**src/rtl/r4_qds_pkg.sv**
```systemverilog
// Shared types, default radix-4 QDS threshold codes and helpers.
package r4_qds_pkg;

  typedef enum logic {
    ST_INIT = 1'b0,
    ST_RUN  = 1'b1
  } state_t;

  // Field select encodings for the table write port.
  localparam logic [1:0] SEL_M_NEG_1 = 2'd0;
  localparam logic [1:0] SEL_M_NEG_0 = 2'd1;
  localparam logic [1:0] SEL_M_POS_1 = 2'd2;
  localparam logic [1:0] SEL_M_POS_2 = 2'd3;

  localparam int unsigned BASE_W      = 7;
  localparam int unsigned MAX_CONST_W = 32;

  // Default 7-bit codes indexed by k (element [0] is the rightmost entry).
  localparam logic [7:0][6:0] M_NEG_1_DEF = {
    7'b0110000, 7'b0101100, 7'b0101000, 7'b0100110,
    7'b0100010, 7'b0100000, 7'b0011110, 7'b0011010};
  localparam logic [7:0][6:0] M_NEG_0_DEF = {
    7'b0001000, 7'b0001000, 7'b0001000, 7'b0000110,
    7'b0000110, 7'b0000110, 7'b0000110, 7'b0000100};
  localparam logic [7:0][6:0] M_POS_1_DEF = {
    7'b1111000, 7'b1111010, 7'b1111010, 7'b1111010,
    7'b1111100, 7'b1111100, 7'b1111100, 7'b1111100};
  localparam logic [7:0][6:0] M_POS_2_DEF = {
    7'b1010100, 7'b1010100, 7'b1011000, 7'b1011100,
    7'b1100000, 7'b1100010, 7'b1100100, 7'b1101000};

  // Default code for field sel and entry k, sign-extended to const_w bits.
  function automatic logic [MAX_CONST_W-1:0] default_const(
    input logic [1:0]  sel,
    input logic [2:0]  k,
    input int unsigned const_w
  );
    logic [BASE_W-1:0]      code;
    logic [MAX_CONST_W-1:0] ext;
    case (sel)
      SEL_M_NEG_1: code = M_NEG_1_DEF[k];
      SEL_M_NEG_0: code = M_NEG_0_DEF[k];
      SEL_M_POS_1: code = M_POS_1_DEF[k];
      default:     code = M_POS_2_DEF[k];
    endcase
    ext = {{(MAX_CONST_W-BASE_W){code[BASE_W-1]}}, code};
    for (int unsigned i = 0; i < MAX_CONST_W; i++) begin
      if (i >= const_w) ext[i] = 1'b0;
    end
    return ext;
  endfunction

endpackage

```
**src/rtl/r4_qds_const_rd_port.sv**
```systemverilog
// One lookup channel: accept handshake and sticky registered constants.
module r4_qds_const_rd_port #(
  parameter int unsigned CONST_W = 7
) (
  input  logic               clk,
  input  logic               rst,
  input  logic               run,
  input  logic               req_valid,
  output logic               req_ready,
  input  logic [CONST_W-1:0] rd_neg_1,
  input  logic [CONST_W-1:0] rd_neg_0,
  input  logic [CONST_W-1:0] rd_pos_1,
  input  logic [CONST_W-1:0] rd_pos_2,
  output logic               out_valid,
  output logic [CONST_W-1:0] m_neg_1,
  output logic [CONST_W-1:0] m_neg_0,
  output logic [CONST_W-1:0] m_pos_1,
  output logic [CONST_W-1:0] m_pos_2
);

  // Ready follows the registered RUN state of the shared table.
  assign req_ready = run;

  // Latch the addressed row on an accepted request; hold otherwise.
  always_ff @(posedge clk) begin
    if (rst) begin
      out_valid <= 1'b0;
      m_neg_1   <= '0;
      m_neg_0   <= '0;
      m_pos_1   <= '0;
      m_pos_2   <= '0;
    end else if (req_valid && run) begin
      out_valid <= 1'b1;
      m_neg_1   <= rd_neg_1;
      m_neg_0   <= rd_neg_0;
      m_pos_1   <= rd_pos_1;
      m_pos_2   <= rd_pos_2;
    end
  end

endmodule

```
**src/rtl/r4_qds_const_table.sv**
```systemverilog
// Programmable radix-4 QDS threshold table with per-channel registered lookups.
module r4_qds_const_table
  import r4_qds_pkg::*;
#(
  parameter int unsigned NUM_CH  = 2,
  parameter int unsigned D_MSB_W = 3,
  parameter int unsigned CONST_W = 7
) (
  input  logic                        clk,
  input  logic                        rst,
  input  logic                        cfg_wr_valid,
  output logic                        cfg_wr_ready,
  input  logic [D_MSB_W-1:0]          cfg_wr_idx,
  input  logic [1:0]                  cfg_wr_sel,
  input  logic [CONST_W-1:0]          cfg_wr_data,
  input  logic [NUM_CH-1:0]           req_valid_i,
  output logic [NUM_CH-1:0]           req_ready_o,
  input  logic [NUM_CH*D_MSB_W-1:0]   req_d_msbs_i,
  output logic [NUM_CH-1:0]           out_valid_o,
  output logic [NUM_CH*CONST_W-1:0]   m_neg_1_o,
  output logic [NUM_CH*CONST_W-1:0]   m_neg_0_o,
  output logic [NUM_CH*CONST_W-1:0]   m_pos_1_o,
  output logic [NUM_CH*CONST_W-1:0]   m_pos_2_o
);

  localparam int unsigned DEPTH = 2 ** D_MSB_W;
  localparam int unsigned NSEL  = 4;

  state_t             state;
  logic [D_MSB_W-1:0] row_cnt;
  logic [2:0]         init_k;
  logic [CONST_W-1:0] tbl [DEPTH][NSEL];

  // Default entry for the row being loaded: top three index bits.
  assign init_k = 3'(row_cnt >> (D_MSB_W - 3));

  // Writers are only accepted once the table is fully loaded.
  assign cfg_wr_ready = (state == ST_RUN);

  // INIT walks every row once, then RUN holds until reset.
  always_ff @(posedge clk) begin
    if (rst) begin
      state   <= ST_INIT;
      row_cnt <= '0;
    end else if (state == ST_INIT) begin
      row_cnt <= row_cnt + D_MSB_W'(1);
      if (row_cnt == D_MSB_W'(DEPTH - 1)) begin
        state <= ST_RUN;
      end
    end
  end

  // Table storage: default load during INIT, single-field writes during RUN.
  always_ff @(posedge clk) begin
    if (!rst) begin
      if (state == ST_INIT) begin
        for (int unsigned s = 0; s < NSEL; s++) begin
          tbl[row_cnt][2'(s)] <= CONST_W'(default_const(2'(s), init_k, CONST_W));
        end
      end else if (cfg_wr_valid) begin
        tbl[cfg_wr_idx][cfg_wr_sel] <= cfg_wr_data;
      end
    end
  end

  for (genvar c = 0; c < NUM_CH; c++) begin : g_ch
    logic [D_MSB_W-1:0] idx;
    assign idx = req_d_msbs_i[c*D_MSB_W +: D_MSB_W];

    r4_qds_const_rd_port #(
      .CONST_W (CONST_W)
    ) u_port (
      .clk       (clk),
      .rst       (rst),
      .run       (cfg_wr_ready),
      .req_valid (req_valid_i[c]),
      .req_ready (req_ready_o[c]),
      .rd_neg_1  (tbl[idx][SEL_M_NEG_1]),
      .rd_neg_0  (tbl[idx][SEL_M_NEG_0]),
      .rd_pos_1  (tbl[idx][SEL_M_POS_1]),
      .rd_pos_2  (tbl[idx][SEL_M_POS_2]),
      .out_valid (out_valid_o[c]),
      .m_neg_1   (m_neg_1_o[c*CONST_W +: CONST_W]),
      .m_neg_0   (m_neg_0_o[c*CONST_W +: CONST_W]),
      .m_pos_1   (m_pos_1_o[c*CONST_W +: CONST_W]),
      .m_pos_2   (m_pos_2_o[c*CONST_W +: CONST_W])
    );
  end

endmodule

```
**config.mk**
```make
export PLATFORM = sky130hd
export DESIGN_NAME = r4_qds_const_table
export DESIGN_NICKNAME = d
export VERILOG_FILES = /design/src/rtl/r4_qds_pkg.sv /design/src/rtl/r4_qds_const_rd_port.sv /design/src/rtl/r4_qds_const_table.sv
export SDC_FILE = /design/constraint.sdc
export NUM_CORES = 1
export LEC_CHECK = 0
export ABC_AREA = 0
export CORE_MARGIN = 1.5
export CORE_UTILIZATION = 50
export DETAILED_ROUTE_END_ITERATION = 12
export GPL_TIMING_DRIVEN = 0
export PLACE_DENSITY = 0.76
export REMOVE_ABC_BUFFERS = 1
export SLEW_MARGIN = 20
export SYNTH_ARGS = -nofsm -noshare
export SYNTH_HDL_FRONTEND = slang
export SYNTH_HIERARCHICAL = 1
export SYNTH_SLANG_ARGS = --single-unit
export TNS_END_PERCENT = 30
```
**constraint.sdc**
```tcl
create_clock -name clk -period 4.2 [get_ports clk]
set_clock_uncertainty 0.1 [all_clocks]
set_input_delay 0.84 -clock clk [delete_from_list [all_inputs] [get_ports clk]]
set_output_delay 0.84 -clock clk [all_outputs]
set_load 0.01 [all_outputs]
```
Word-level counts from Yosys, hierarchy flattened

Memories as Yosys holds them, arrays and structs flattened. A register that Yosys moved wholly into a read port is not among the register bits.
Cells that the tools add are included.

Register bits after elaboration: 6
Latch bits: 0
Bits in writable memories: 224
Memory bits (read-only): 224
Input bits: 23
Output and inout port bits: 61
Memories: 5

Add/subtract/negate cells: 1
Multiply operators: 0
Divide/modulo/power cells: 0
$lt $le $gt $ge: 3
Equal/unequal tests: 1
Shift operators: 0
Muxes and demuxes: 34
Bitwise operators: 1
Reduce and logical (&&, ||, !) cells: 4

Memories:

| name             | words | bits a word | read ports | clocked after memory_dff | write ports | line                     | source |
|---|---|---|---|---|---|---|---|
| tbl              | 8     | 28          | 2          | 2                        | 1           | r4_qds_const_table.sv:32 | `logic [CONST_W-1:0] tbl [DEPTH][NSEL];` |
| (name not given) | 8     | 7           | 1          | 1                        | 0           | r4_qds_pkg.sv:44         | `default: code = M_POS_2_DEF[k];` |
| (name not given) | 8     | 7           | 1          | 1                        | 0           | r4_qds_pkg.sv:43         | `SEL_M_POS_1: code = M_POS_1_DEF[k];` |
| (name not given) | 8     | 7           | 1          | 1                        | 0           | r4_qds_pkg.sv:42         | `SEL_M_NEG_0: code = M_NEG_0_DEF[k];` |
| (name not given) | 8     | 7           | 1          | 1                        | 0           | r4_qds_pkg.sv:41         | `SEL_M_NEG_1: code = M_NEG_1_DEF[k];` |

Operators with widths:

| operator                                                             | number |
|---|---|
| 7-bit 2-to-1 mux                                                     | 13 |
| 28-bit 2-to-1 mux                                                    | 3 |
| 28-bit OR reduction                                                  | 1 |
| 3-bit 2-to-1 mux                                                     | 9 |
| 7-bit demux with 2-bit select                                        | 1 |
| 1-bit 2-to-1 mux                                                     | 8 |
| 3-bit by 4-bit < comparator with 1-bit output, second input constant | 1 |
| 3-bit by 1-bit adder with 3-bit output, second input constant        | 1 |
| 3-bit equality test, second input constant                           | 1 |
| 3-bit greater-or-equal comparator, second input constant             | 1 |
| 1-bit logical AND                                                    | 3 |
| 3-bit by 1-bit < comparator with 1-bit output, second input constant | 1 |
| 2-bit NOT with 3-bit output                                          | 1 |

Logic depth before layout (Yosys ltp)

Depth in word-level cells: 8
Mapped depth: 7

Modules after synthesis

Netlist, hierarchy kept.

Modules (own cells, without submodules):

| module               | times used | cells each | area an instance (sq um) | sequential area each (sq um) |
|---|---|---|---|---|
| r4_qds_const_table   | 1          | 583        | 11372.2                  | 7106.8 |
| r4_qds_const_rd_port | 2          | 131        | 1270.0                   | 580.6 |

Worst setup path after synthesis

Ideal clock, no wire load.

Path type: input to register
Start: in rst
End: mem tbl[2][21] (netlist name) (enable)
Data arrival time: 2.584 ns
Setup slack: 1.126 ns
Stages on the path: 6
Cells stage by stage: buf_6 -> and3b_1 -> buf_6 -> mux2_4 -> buf_6 -> nor4_1

Cells in the longest elaborated chain, start to end: 4

RTL lines:

| what                                                                          | line                     | source |
|---|---|---|
| start: declaration                                                            | r4_qds_const_table.sv:10 | `input logic rst,` |
| 1-bit 2-to-1 mux                                                              | r4_qds_const_table.sv:55 | `if (!rst) begin` |
| 28-bit 2-to-1 mux (not written as such)                                       | r4_qds_const_table.sv:61 | `tbl[cfg_wr_idx][cfg_wr_sel] <= cfg_wr_data;` |
| 28-bit OR reduction (no source line)                                          | -                        |  |
| 3-bit 2-to-1 mux (no source line) / 28-bit 2-to-1 mux (equally long branches) | -                        |  |
| end: declaration                                                              | r4_qds_const_table.sv:32 |  |

Parallel ways exist; a longest one is shown, timed or not.

Worst setup path in the final report

Start: in cfg_wr_valid
End: mem tbl[3][8] (netlist name) (enable)

Cells in the longest elaborated chain, start to end: 6

RTL lines:

| what                                                                          | line                     | source |
|---|---|---|
| start: declaration                                                            | r4_qds_const_table.sv:11 | `input logic cfg_wr_valid,` |
| 1-bit 2-to-1 mux (*)                                                          | r4_qds_const_table.sv:60 | `end else if (cfg_wr_valid) begin` |
| 1-bit 2-to-1 mux (*)                                                          | r4_qds_const_table.sv:56 | `if (state == ST_INIT) begin` |
| 1-bit 2-to-1 mux (*)                                                          | r4_qds_const_table.sv:55 |  |
| 28-bit 2-to-1 mux (not written as such) (*)                                   | r4_qds_const_table.sv:61 |  |
| 28-bit OR reduction (no source line)                                          | -                        |  |
| 3-bit 2-to-1 mux (no source line) / 28-bit 2-to-1 mux (equally long branches) | -                        |  |

Mark *: on every way between the ends. The rest lies on a longest branch, timed or not.

==> metrics.cfg <==
[hold_path]
hold_class = reg2reg
min_to = g_ch[1].u_port/out_valid
whs_path_depth = 2
hold_start = g_ch[1].u_port/out_valid

[timing]
hold_viol = 0
fin_setup_tns_ps = 0
grt_setup_unrepaired = no
max_freq_mhz = 267.8
min_period_ps = 3734
worst_slew_margin_rel = 0.2613
fin_crit_sh = 0.8891
setup-violations-final = 0
finalMaxSlewViolations = 0
tightest_slew_ps = 1099

[global_routing]
gr-total-overflow = 0
grt_pass1_vias = 8081
gr-usage-met2 = 0.3619
grt_max_degree = 58
use_met1 = 0.2857
grt_most_used_layer = met2
grt_pass1_wl_um = 46620
antenna_found_initial = 0
grt_util_all_layers = 0.2126
gr-usage-met3 = 0.03521

[routing]
first_pass_iters = 5
drt_iter0_drc = 611
vias = 7907
viasPerCell = 6.031
wl_um = 29700
wl_per_cell_um = 22.65
remaining_drc_errors = 0
ant_nets = 0

[setup_path]
reg2reg_to = tbl[3][8]
r2r_cells = 3
critPathKind = in2reg
worstPathRequired_ps = 4270
critPathMaxFanout = 17
worst_setup_path_start_kind = input pin
worstPathArrival_ps = 3800
rrSetupSlack_ps = 810
timing.rr.start = cfg_wr_ready
worst_setup_path_end_kind = register

[synth]
ys_seq_elements = 301
synth_xor_area_frac = 0.0006296
synthDistinctLibCells = 33
synth_compound_area_frac = 0.06565
yosysWarningCount = 6
syn_area_mm2 = 0.01391
synth_mux_area_frac = 0.2349
synthAdderAreaFrac = 0.007195
synth_top_area_frac = 0.4835
yosysTopAreaCell = edfxtp_1
async_reset_ff_frac = 0
synth_flop_cell = edfxtp_1
syn_area_per_cell_um2 = 16.46
synthSimpleGateAreaFrac = 0.06224
synth_edf_count = 224
seq_area_frac_synth = 0.5943
synth_area_leaders = edfxtp_1 (48%), mux4_2 (18%), dfxtp_1 (11%)
syn_inst = 845
synth_top_family_by_area = multiplexers

[power]
power.share.clock = 0.400
power_density_mw_per_mm2 = 403.5
total_leakage_power_uw = 0.005158
p_sw_uw = 1483
irDropWorstVdd_uv = 306.1
p_total_uw = 6558
pwr-share-comb = 0.091
sw_frac_of_total = 0.2261
p_int_uw = 5075
pwr-share-seq = 0.509

[clocking]
path_clk_slew_ps = 60
post_cts_buffers = 0
cts_root_buffer = clkbuf_16
cts_tree = done
cts-resized-gates = 0
numClockSinks = 301
cts_made_buffers = 31
cts.hold.buffers_added = 0
h-tree-depth = 1
insertion_delay_ps = 550
clockBufferDepth = 3

[layout]
drive_gt1_frac = 0.3131
multi_input_area_mm2 = 0.005365
diodes = 0
final_common_cell = edfxtp_1
mostFrequentLayoutCells = edfxtp_1 (224), mux4_2 (112), dfxtp_1 (76)
fill_cells = 1988
ff_latch_area_mm2 = 0.008272
fin_area_mm2 = 0.01625
num-nets-final = 946
syn2layout_area_growth_pct = 16.82
fin_util = 0.5997

[die]
die_y_um = 169.8
die_w_um = 169.8
rows = 60
ioPinCount = 84
core_area_mm2 = 0.02710
start_util = 0.5133
fp.dieArea_mm2 = 0.02883

[run_status]
status = finished clean

[placement]
io_buffers = 83
gp_congestion = 0.7637
place_area_mm2 = 0.01522
hpwlAfterDp_um = 18940

[flow_run]
max_cap_violations = 0

==> cell families after synthesis <==
| group | count (synthesis) |
|---|---|
| fa+ha+maj | 8 |
| compound gates | 123 |
| flops | 301 |
| buf+inv | 80 |
| xor+xnor | 1 |
| mux | 178 |
| simple gates | 154 |
==> routing by layer <==
| metal | wire [µm] | share of wire |
|---|---|---|
| met5 | 0 | 0 |
| met2 | 14690 | 0.49 |
| met4 | 719 | 0.024 |
| met1 | 12500 | 0.42 |
| met3 | 1788 | 0.060 |
==> state kept, by name, indices dropped and copies added, names as in the netlist, named ones only <==
name / flops
cfg_wr_ready: 1
g_ch.u_port/m_neg_0: 14
g_ch.u_port/m_neg_1: 14
g_ch.u_port/m_pos_1: 14
g_ch.u_port/m_pos_2: 14
g_ch.u_port/out_valid: 2
init_k: 3
tbl: 224
==> worst max path at each step <==
stage	from	to	slack, ps
2_1_floorplan	cfg_wr_ready	tbl[1][10]	-940
3_5_place_dp	cfg_wr_valid	tbl[3][10]	-160
6_report	cfg_wr_valid	tbl[3][8]	470
4_1_cts	cfg_wr_valid	tbl[3][8]	420
5_1_grt	cfg_wr_valid	tbl[5][25]	300
3_3_place_gp	cfg_wr_ready	tbl[6][11]	-3070
==> stage by stage <==
step | setup WS [ps] | hold WS (ps) | instances
after detailed placement | -158.2 | 352.7 | 1254
after CTS | 422.9 | 368.0 | 1311
after floorplan | -944.7 | 402.2 | 771
after global placement | -3069 | 346.5 | 1226
final | 465.9 | 363.2 | 1311
after global routing | 303.0 | 382.0 | 1311
==> final cells by class <==
cell class	count	area share
clock buffer	46	0.05682
clock inverter	11	0.003695
inverter	6	0.001386
multi-input combinational	464	0.3301
sequential	301	0.5090
tap	372	0.02864
timing repair buffer	111	0.07037
==> worst max-delay path: stages <==
cell and delay (ps):
clkdlybuf4s50_1 620, and3b_1 840, mux2_4 510, nor4_2 970
==> cells in the mapped netlist (4+ instances only) <==
cell / count
nor3_1: 4
nand2b_1: 4
a21oi_1: 59
nor4_2: 12
nor4_1: 19
nand3_1: 57
nand2_1: 36
mux2_2: 56
nor2_1: 12
buf_2: 24
dfxtp_1: 77
ha_1: 8
clkbuf_1: 18
mux2i_1: 7
a21bo_1: 56
a21o_1: 4
buf_4: 12
edfxtp_1: 224
buf_6: 15
inv_1: 5
buf_1: 5
mux4_2: 112
==> power groups by stage <==
stage | clock network [µW] | registers, µW | logic [µW]
6_report | 2620 | 3340 | 597
5_1_grt | 2760 | 3350 | 643
4_1_cts | 2650 | 3340 | 594
3_5_place_dp | 0 | 3400 | 591
3_3_place_gp | 0 | 3400 | 573
2_1_floorplan | 0 | 3390 | 328
Power figures use the tool's default switching activity.
